## config.mk

```make
export PLATFORM = sky130hd
export DESIGN_NAME = instr_loader
export DESIGN_NICKNAME = d
export VERILOG_FILES = /design/src/rtl/instr_loader.sv
export SDC_FILE = /design/constraint.sdc
export NUM_CORES = 1
export LEC_CHECK = 0
export BUFFER_PORTS_ARGS = -buffer_cell sky130_fd_sc_hd__buf_2
export CAP_MARGIN = 20
export CORE_ASPECT_RATIO = 1.1
export CORE_UTILIZATION = 59
export CTS_BUF_LIST = sky130_fd_sc_hd__clkbuf_2 sky130_fd_sc_hd__clkbuf_4 sky130_fd_sc_hd__clkbuf_8
export DETAILED_ROUTE_END_ITERATION = 8
export GPL_ROUTABILITY_DRIVEN = 1
export MAX_ROUTING_LAYER = met4
export PLACE_DENSITY = 0.87
export RECOVER_POWER = 25
export SLEW_MARGIN = 10
export SYNTH_ARGS = -nofsm -noshare
export SYNTH_HDL_FRONTEND = slang
export SYNTH_SLANG_ARGS = --single-unit
```

## constraint.sdc

```tcl
create_clock -name clk_i -period 4.6 [get_ports clk_i]
set_clock_uncertainty 0.1 [all_clocks]
set_input_delay 0.92 -clock clk_i [delete_from_list [all_inputs] [get_ports clk_i]]
set_output_delay 0.92 -clock clk_i [all_outputs]
set_load 0.01 [all_outputs]
```

## src/rtl/instr_loader.sv

```systemverilog
// Program loader: packs a big-endian byte stream into 32-bit words, writes them
// sequentially into instruction memory and holds the CPU in reset until the image is complete.
module instr_loader #(
  parameter int DEPTH_W = 8
) (
  input  logic               clk_i,
  input  logic               rst_n,
  input  logic               start_i,
  input  logic [7:0]         byte_i,
  input  logic               byte_valid_i,
  output logic               byte_ready_o,
  output logic               im_we_o,
  output logic [31:0]        im_addr_o,
  output logic [31:0]        im_data_o,
  output logic               cpu_rst_n_o,
  output logic               busy_o,
  output logic               done_o,
  output logic               full_o,
  output logic [DEPTH_W:0]   word_cnt_o
);

  typedef enum logic [1:0] {IDLE, RECV, WRITE, DONE} state_e;

  localparam logic [DEPTH_W-1:0] TOP_IDX = '1;

  state_e             state_q, state_d;
  logic [1:0]         byte_idx_q, byte_idx_d;
  logic [DEPTH_W-1:0] word_idx_q, word_idx_d;
  logic [23:0]        shift_q, shift_d;
  logic [31:0]        data_q, data_d;
  logic [DEPTH_W-1:0] addr_q, addr_d;
  logic [DEPTH_W:0]   cnt_q, cnt_d;
  logic               full_q, full_d;

  // Handshake: a byte transfers on a rising edge where byte_valid_i and byte_ready_o are both high.
  always_comb begin
    state_d    = state_q;
    byte_idx_d = byte_idx_q;
    word_idx_d = word_idx_q;
    shift_d    = shift_q;
    data_d     = data_q;
    addr_d     = addr_q;
    cnt_d      = cnt_q;
    full_d     = full_q;
    case (state_q)
      IDLE, DONE: begin
        if (start_i) begin
          state_d    = RECV;
          byte_idx_d = 2'd0;
          word_idx_d = '0;
          cnt_d      = '0;
          full_d     = 1'b0;
        end
      end
      RECV: begin
        if (byte_valid_i) begin
          shift_d    = {shift_q[15:0], byte_i};
          byte_idx_d = byte_idx_q + 2'd1;
          if (byte_idx_q == 2'd3) begin
            // Latch the word and its address so they stay stable through WRITE and after.
            data_d  = {shift_q, byte_i};
            addr_d  = word_idx_q;
            state_d = WRITE;
          end
        end
      end
      WRITE: begin
        cnt_d = cnt_q + 1'b1;
        if (data_q == 32'd0) begin
          state_d = DONE;
        end else if (word_idx_q == TOP_IDX) begin
          state_d = DONE;
          full_d  = 1'b1;
        end else begin
          word_idx_d = word_idx_q + 1'b1;
          state_d    = RECV;
        end
      end
      default: state_d = IDLE;
    endcase
  end

  always_ff @(posedge clk_i) begin
    if (!rst_n) begin
      state_q    <= IDLE;
      byte_idx_q <= 2'd0;
      word_idx_q <= '0;
      shift_q    <= '0;
      data_q     <= '0;
      addr_q     <= '0;
      cnt_q      <= '0;
      full_q     <= 1'b0;
    end else begin
      state_q    <= state_d;
      byte_idx_q <= byte_idx_d;
      word_idx_q <= word_idx_d;
      shift_q    <= shift_d;
      data_q     <= data_d;
      addr_q     <= addr_d;
      cnt_q      <= cnt_d;
      full_q     <= full_d;
    end
  end

  assign byte_ready_o = (state_q == RECV);
  assign im_we_o      = (state_q == WRITE);
  assign im_addr_o    = {{(30 - DEPTH_W){1'b0}}, addr_q, 2'b00};
  assign im_data_o    = data_q;
  assign cpu_rst_n_o  = (state_q == DONE);
  assign busy_o       = (state_q == RECV) || (state_q == WRITE);
  assign done_o       = (state_q == DONE);
  assign full_o       = full_q;
  assign word_cnt_o   = cnt_q;

endmodule

```

======== Yosys cells after proc, flatten, opt, wreduce, memory -nomap -nowiden ========
Cells that the tools add are included.
storage, ports and cells
  register bits after elaboration ......... 86
  input bits .............................. 12
  output and inout port bits .............. 79
  word-level logic and storage cells ...... 54
operators by class
  add/subtract/negate cells ............... 3
  equal/unequal tests ..................... 11
  multiplexer cells ....................... 19
  reduce and logical (&&, ||, !) cells .... 13
operators by type and width
  cell                 number
  $logic_not 32->1     1
  $mux 8               3
  $pmux 9 s2           1
  $pmux 8 s2           1
  $mux 2               7
  $add 9x1->9 const B  1
  $mux 9               1
  $reduce_and 3->1     3
  $add 8x1->8 const B  1
  $eq 8x8->1 const B   1
  $ne 2x2->1 const B   4
  $reduce_and 4->1     2
  $eq 2x2->1 const B   3
  $pmux 2 s3           1
  $ne 2x1->1 const B   2
  $pmux 2 s2           1
  $reduce_and 2->1     2
  $reduce_bool 2->1    2
  $mux 1               3
  $add 2x1->2 const B  1
  $eq 2x1->1 const B   1
  $logic_not 2->1      1
  $pmux 1 s2           1
  $reduce_or 2->1      1
  $logic_or 1x1->1     1

======== Longest topological paths before layout ========
Gate-level depths: netlist (run 1).
  depth in word-level cells ............... 4
  gate-level depth with buffers ........... 8

======== Worst setup path before layout (run 1) ========
No wires, ideal clock.
  path kind ............................... input port to flip-flop
  start ................................... input port start_i
  end ..................................... register cnt_q[5] (netlist: word_cnt_o[5])
  library setup time ...................... 73 ps
  arrival ................................. 1808 ps
  data required time ...................... 4427 ps
  slack ................................... 2618 ps
  stages on the path ...................... 4
  cell sequence ........................... mux2_2 -> nand4_1 -> or3_1 -> a21oi_1
on the way
  longest elaborated chain between the ends .. 2
ends and longest elaborated chain
  element                     line  text
  start: declaration          8     input logic start_i,
  $ne 2x2->1 (no line)        -
  $reduce_and 2->1 (no line)  -
  end signal: assignment      100   cnt_q <= cnt_d;
  end: declaration            32    logic [DEPTH_W:0] cnt_q, cnt_d;
Every way passes these cells.
A chain may end at the register's enable or synchronous reset.

======== Worst setup path in the final report (run 1) ========
  start ................................... register state_q[0]
  end ..................................... register word_idx_q[6]
on the way
  longest elaborated chain between the ends .. 4
  elaborated cells on any way between the ends .. 10
ends and longest elaborated chain
  element                                                    line  text
  start: declaration                                         26    state_e state_q, state_d;
  start signal: assignment                                   94    state_q <= state_d;
  $eq 2x2->1 or $logic_not 2->1 (tied branches)              45    case (state_q)
  $reduce_or 2->1                                            45
  $ne 2x2->1 (no line) or $reduce_bool 2->1 (tied branches)  -
  $reduce_and 4->1 (no line)                                 -
  end signal: assignment                                     96    word_idx_q <= word_idx_d;
  end: declaration                                           28    logic [DEPTH_W-1:0] word_idx_q, word_idx_d;
Several ways; a longest one is shown, not always the timed one.

==> flow_summary.toml, run 1 <==
[run_status]
status = "finished clean"

[placed_design]
dp_slack_ns = 1.88
gp_congestion = 0.818
portBuffers = 66
placed_cell_area_mm2 = 0.00394
post-dp-hpwl_mm = 5.59

[global_routing]
grt_pass1_wl_mm = 13.4
antenna_found_initial = 0
grtUsageTotal_pct = 26.3
overflow = 0
grt_pass1_vias = 3001
grt_max_degree = 48

[logic_synthesis]
synth_fa_ha_area_share_pct = 2.38
synth_xor_area_share_pct = 1.19
synth-warning-count = 0
synth_top_family_by_area = "simple AND/OR/NAND/NOR gates"
synth_compound_area_share_pct = 15.9
synth_mux_area_share_pct = 0.849
syn_inst = 471
synth_enable_flop_cells = 0
synth_ff_type = "dfxtp_1"
synthArstFlopShare_pct = 0
synth_area_mm2 = 0.00369
synthDistinctLibCells = 42
ys_seq_area_share_pct = 46.7
synth-simple-area-share_pct = 23.9
synth_seq_cells = 86
syn_avg_cell_area_um2 = 7.83

[routing]
first_pass_iters = 7
drtIter0Drc = 300
drcViolationCount = 0
wl_mm = 8.21
vias = 3389
via_per_inst = 5.60
ant_nets = 0
wire_per_inst_um = 13.6

[critical_path]
cp.arrival_ns = 2.93
worstSetupEndpointType = "register"
crit_required_ns = 4.80
critical_path_class = "reg -> reg"
path_max_fanout = 13
startpoint_type = "register"

[pwr]
peakVddDrop_v = 0.000271
power_w = 0.00156
leakage_nw = 1.55
powerDensity_mw_per_mm2 = 381

[floorplan]
core_mm2 = 0.00591
io_pins = 91
die_area_mm2 = 0.00657
die_w_um = 77.4
die_h_um = 84.9
placementRows = 29
start_util_pct = 62.3

[flow_run]
maxCapViolations = 0

[timing]
fin_crit_sh_pct = 59.2
slew_viol_final = 0
hold_violations = 0
finalWorstSetupSlack_ns = 1.88
timing.fmax_mhz = 367
fin_tns_setup_ns = 0
fin_crit_ns = 2.72
grt_setup_unrepaired = "no"
worst_slew_pin_slew_ns = 1.04
setup_viol = 0
relSlewSlack_pct = 28.5

[clock_tree]
cts_num_sinks = 86
cts_max_level = 3
clk_latency_ns = 0.36
cts_resized = 0
cts-root-buf = "clkbuf_8"
clk_pin_slew_worst_paths_ns = 0.09
numCtsBuffers = 9
cts_tree = "built"
cts_max_path_buffers = 2
cts_hold_buf = 0
cts_setup_buffers = 0

[final_layout]
multi_input_area_mm2 = 0.00172
nNetsFinal = 542
drive_gt1_share_pct = 11.9
regArea_mm2 = 0.00172
fill_cells = 500
n_antenna_cell = 0
fin_area_mm2 = 0.00409
area_delta_synth_final_pct = 11.0

[hold_path]
hold_path.class = "reg -> reg"
## routing by layer
metal  GRT usage, %  part of all wire [%]  vias up
met5              -                     0        -
met2           42.9                    50      145
li1               -                     -     1648
met1           31.1                    42     1580
met4           13.4                   1.9        0
met3           4.41                   5.6       16
## logic make-up (layout without fill, tap and decap cells)
logic type / after synthesis / in the layout
AO/OA/AOI/OAI: 103 / 103
XOR/XNOR: 5 / 5
adder cells (fa/ha/maj): 7 / 7
buffers and inverters: 62 / 96
flip-flops: 86 / 86
multiplexers: 3 / 3
other: 1 / 24
AND/OR/NAND/NOR: 204 / 204
## layout make-up
cell class | count | area share, %
clock inverter | 6 | 1.13
tap | 77 | 2.35
timing repair buffer | 71 | 8.32
inverter | 9 | 0.825
clock buffer | 10 | 3.36
multi-input combinational | 346 | 41.9
sequential | 86 | 42.1
## Yosys cell counts, drive strengths merged (3+ instances only)
master | count | share of area (%)
nor2 | 14 | 1.4
inv | 9 | 0.92
and3 | 4 | 0.68
dfxtp | 86 | 47
nand2 | 149 | 15
a21oi | 71 | 9.6
or3 | 3 | 0.51
xor2 | 5 | 1.2
ha | 7 | 2.4
clkbuf | 25 | 2.5
o211ai | 3 | 0.61
nand4 | 5 | 1.0
o21ai | 9 | 1.2
nor3 | 4 | 0.54
o2111ai | 3 | 0.71
a31oi | 4 | 0.68
nor4 | 11 | 2.3
a22oi | 3 | 0.75
buf | 28 | 5.6
nand3 | 8 | 1.1
## state kept, by name, indices dropped and copies added, names as in the netlist
signal and cells:
im_data_o 32, shift_q 24, word_cnt_o 9, addr_q 8
word_idx_q 8, byte_idx_q 2, state_q 2, full_o 1
## through the flow
stage | util [%] | cells | hold slack (ns)
floorplan | - | 494 | 0.332
global placement | 66.3 | 587 | 0.339
detailed placement | 66.6 | 588 | 0.346
CTS | 69.7 | 604 | 0.358
global route | 69.2 | 605 | 0.378
finish | 69.2 | 605 | 0.357
## cell usage in the layout (no fill, tap or decap), types with 3 or more instances in the layout
cell	netlist	layout
nand2_1	149	149
inv_1	9	8
nand4_1	4	4
clkbuf_1	25	30
o211ai_1	3	3
a21oi_1	71	71
xor2_1	5	5
o21ai_0	7	7
nor4_1	10	10
or3_1	3	3
buf_2	0	37
nor2_1	14	14
conb_1	1	24
nor3_1	4	4
a31oi_1	4	4
buf_4	25	3
dfxtp_1	86	86
and3_1	4	4
ha_1	7	7
o2111ai_1	3	3
clkbuf_8	0	10
nand3_1	8	8
## worst paths after layout
kind / from / to / slack [ns] / cells past startpoint
max: state_q[0] / word_idx_q[6] / 1.88 / 6
min: shift_q[20] / im_data_o[28] / 0.36 / 2
max reg2reg: state_q[0] / word_idx_q[6] / 1.88 / 6
min reg2reg: shift_q[20] / im_data_o[28] / 0.36 / 2
## critical path, cell delays in order, from the launching register on
cell and delay (ns):
dfxtp_1 0.42, inv_1 0.06, ha_1 0.41, mux2i_1 0.89
o21ai_1 0.46, inv_1 0.17, o211a_1 0.16
## report_power, final
| group | switching, W | internal, W | total [W] | leakage, nW |
|---|---|---|---|---|
| Sequential | 0.0000234 | 0.000767 | 0.000791 | 0.694 |
| Combinational | 0.000201 | 0.0000805 | 0.000281 | 0.770 |
| Clock | 0.000273 | 0.000213 | 0.000486 | 0.0889 |
Note: power is estimated with default switching activity, not from simulation.
==> inputs of run 2 (changes only) <==
--- a/config.mk
+++ b/config.mk
@@ -8,12 +8,12 @@
 export BUFFER_PORTS_ARGS = -buffer_cell sky130_fd_sc_hd__buf_2
 export CAP_MARGIN = 20
 export CORE_ASPECT_RATIO = 1.1
-export CORE_UTILIZATION = 59
+export CORE_UTILIZATION = 55
 export CTS_BUF_LIST = sky130_fd_sc_hd__clkbuf_2 sky130_fd_sc_hd__clkbuf_4 sky130_fd_sc_hd__clkbuf_8
 export DETAILED_ROUTE_END_ITERATION = 8
 export GPL_ROUTABILITY_DRIVEN = 1
 export MAX_ROUTING_LAYER = met4
-export PLACE_DENSITY = 0.87
+export PLACE_DENSITY = 0.82
 export RECOVER_POWER = 25
 export SLEW_MARGIN = 10
 export SYNTH_ARGS = -nofsm -noshare
==> constraint.sdc (replaced) <==
create_clock -name clk_i -period 2.6 [get_ports clk_i]
set_clock_uncertainty 0.1 [all_clocks]
set_input_delay 0.52 -clock clk_i [delete_from_list [all_inputs] [get_ports clk_i]]
set_output_delay 0.52 -clock clk_i [all_outputs]
set_load 0.01 [all_outputs]
==> flow_summary.toml, run 2 (same netlist as run 1, synthesis figures left out) <==
[clock_tree]
cts_setup_buffers = 0
cts_max_level = 3
cts_resized = 0
cts_hold_buf = 0
clk_pin_slew_worst_paths_ns = 0.09
clk_latency_ns = 0.35
cts_max_path_buffers = 2
numCtsBuffers = 9
cts_tree = "built"
cts_num_sinks = 86
cts-root-buf = "clkbuf_8"

[timing]
fin_crit_sh_pct = 83.6
worst_slew_pin_slew_ns = 0.797
fin_crit_ns = 2.17
hold_violations = 0
fin_tns_setup_ns = 0
setup_viol = 0
relSlewSlack_pct = 46.7
slew_viol_final = 0
timing.fmax_mhz = 460
grt_setup_unrepaired = "no"

[floorplan]
io_pins = 91
die_w_um = 80.1
core_mm2 = 0.00631
die_area_mm2 = 0.00703
die_h_um = 87.9
start_util_pct = 58.5
placementRows = 30

[pwr]
powerDensity_mw_per_mm2 = 712
leakage_nw = 1.59
peakVddDrop_v = 0.000520

[routing]
wire_per_inst_um = 13.4
via_per_inst = 5.42
vias = 3326
drtIter0Drc = 166
ant_nets = 0
wl_mm = 8.22
first_pass_iters = 4
drcViolationCount = 0

[global_routing]
antenna_found_initial = 0
grtUsageTotal_pct = 25.5
overflow = 0
grt_pass1_wl_mm = 13.5
grt_pass1_vias = 2985
grt_max_degree = 38

[final_layout]
drive_gt1_share_pct = 12.0
area_delta_synth_final_pct = 13.8
nNetsFinal = 548
fill_cells = 559
final_cell_mix = "nand2_1, dfxtp_1, a21oi_1"
largest_register_ffs = 32
layout.cells.non_filler = 614
regArea_mm2 = 0.00172
multi_input_area_mm2 = 0.00172
mostFrequentLayoutCell = "nand2_1"
n_antenna_cell = 0

[placed_design]
dp.cells = 598
gp_congestion = 0.835
portBuffers = 66
post-dp-hpwl_mm = 5.70

[run_status]
status = "finished clean"

[critical_path]
reg2reg_depth = 6
r2r_start = "state_q[0]"
cp-endpoint = "word_cnt_o[7]"
worstSetupEndpointType = "register"
critical_path_class = "reg -> reg"
critPathLaunch = "state_q[0]"
r2r-end = "word_cnt_o[7]"
r2r_setup_slack_ns = 0.43
path_max_fanout = 10
startpoint_type = "register"
cp.arrival_ns = 2.36
crit_required_ns = 2.78

[flow_run]
maxCapViolations = 0

[hold_path]
hold_path.class = "in -> reg"
==> run 2: power breakdown <==
part           switching (W)  internal [W]  total, W
sequential         0.0000420       0.00136   0.00140
combinational       0.000353      0.000163  0.000517
clock               0.000493      0.000576   0.00107
==> run 2: cell type report <==
type	count	area share, %
Inverter	9	0.805
Tap cell	80	2.39
Timing Repair Buffer	77	9.39
Clock inverter	6	2.18
Multi-Input combinational cell	346	40.9
Sequential cell	86	41.0
Clock buffer	10	3.28
==> run 2: through the flow <==
stage	hold slack (ns)	setup slack, ns	power [W]	utilization (%)	area (um2)
after floorplan	0.332	0.653	0.00182	-	3770
after global placement	0.338	0.564	0.00193	63.6	4010
after detailed placement	0.344	0.412	0.00194	63.6	4010
after CTS	0.303	0.392	0.00300	67.2	4240
after global routing	0.308	0.237	0.00313	66.5	4200
final	0.314	0.425	0.00299	66.5	4200
==> run 2: worst min-delay path by stage <==
stage                     slack [ns]   startpoint  cells past startpoint             to
after floorplan                 0.33  shift_q[19]                      2  im_data_o[27]
after global placement          0.34  shift_q[23]                      2  im_data_o[31]
after detailed placement        0.34  shift_q[23]                      2  im_data_o[31]
after CTS                       0.30    byte_i[5]                      3     shift_q[5]
after global routing            0.31    byte_i[3]                      3   im_data_o[3]
final                           0.31    byte_i[3]                      3   im_data_o[3]
==> run 2: critical path: stages, from the launching register on <==
cell and delay (ns):
dfxtp_1 0.41, inv_1 0.06, ha_1 0.37, mux2_2 0.38, nand4_1 0.23, or3_1 0.40
a21oi_1 0.16
==> run 2: layer usage <==
metal | share of wire (%) | wire length [um] | up-vias | track usage (%)
met4 | 1.2 | 99 | 0 | 9.74
met5 | 0 | 0 | - | -
met2 | 51 | 4150 | 83 | 41.3
met3 | 4.7 | 387 | 9 | 5.10
met1 | 44 | 3580 | 1580 | 31.2
li1 | - | - | 1654 | -
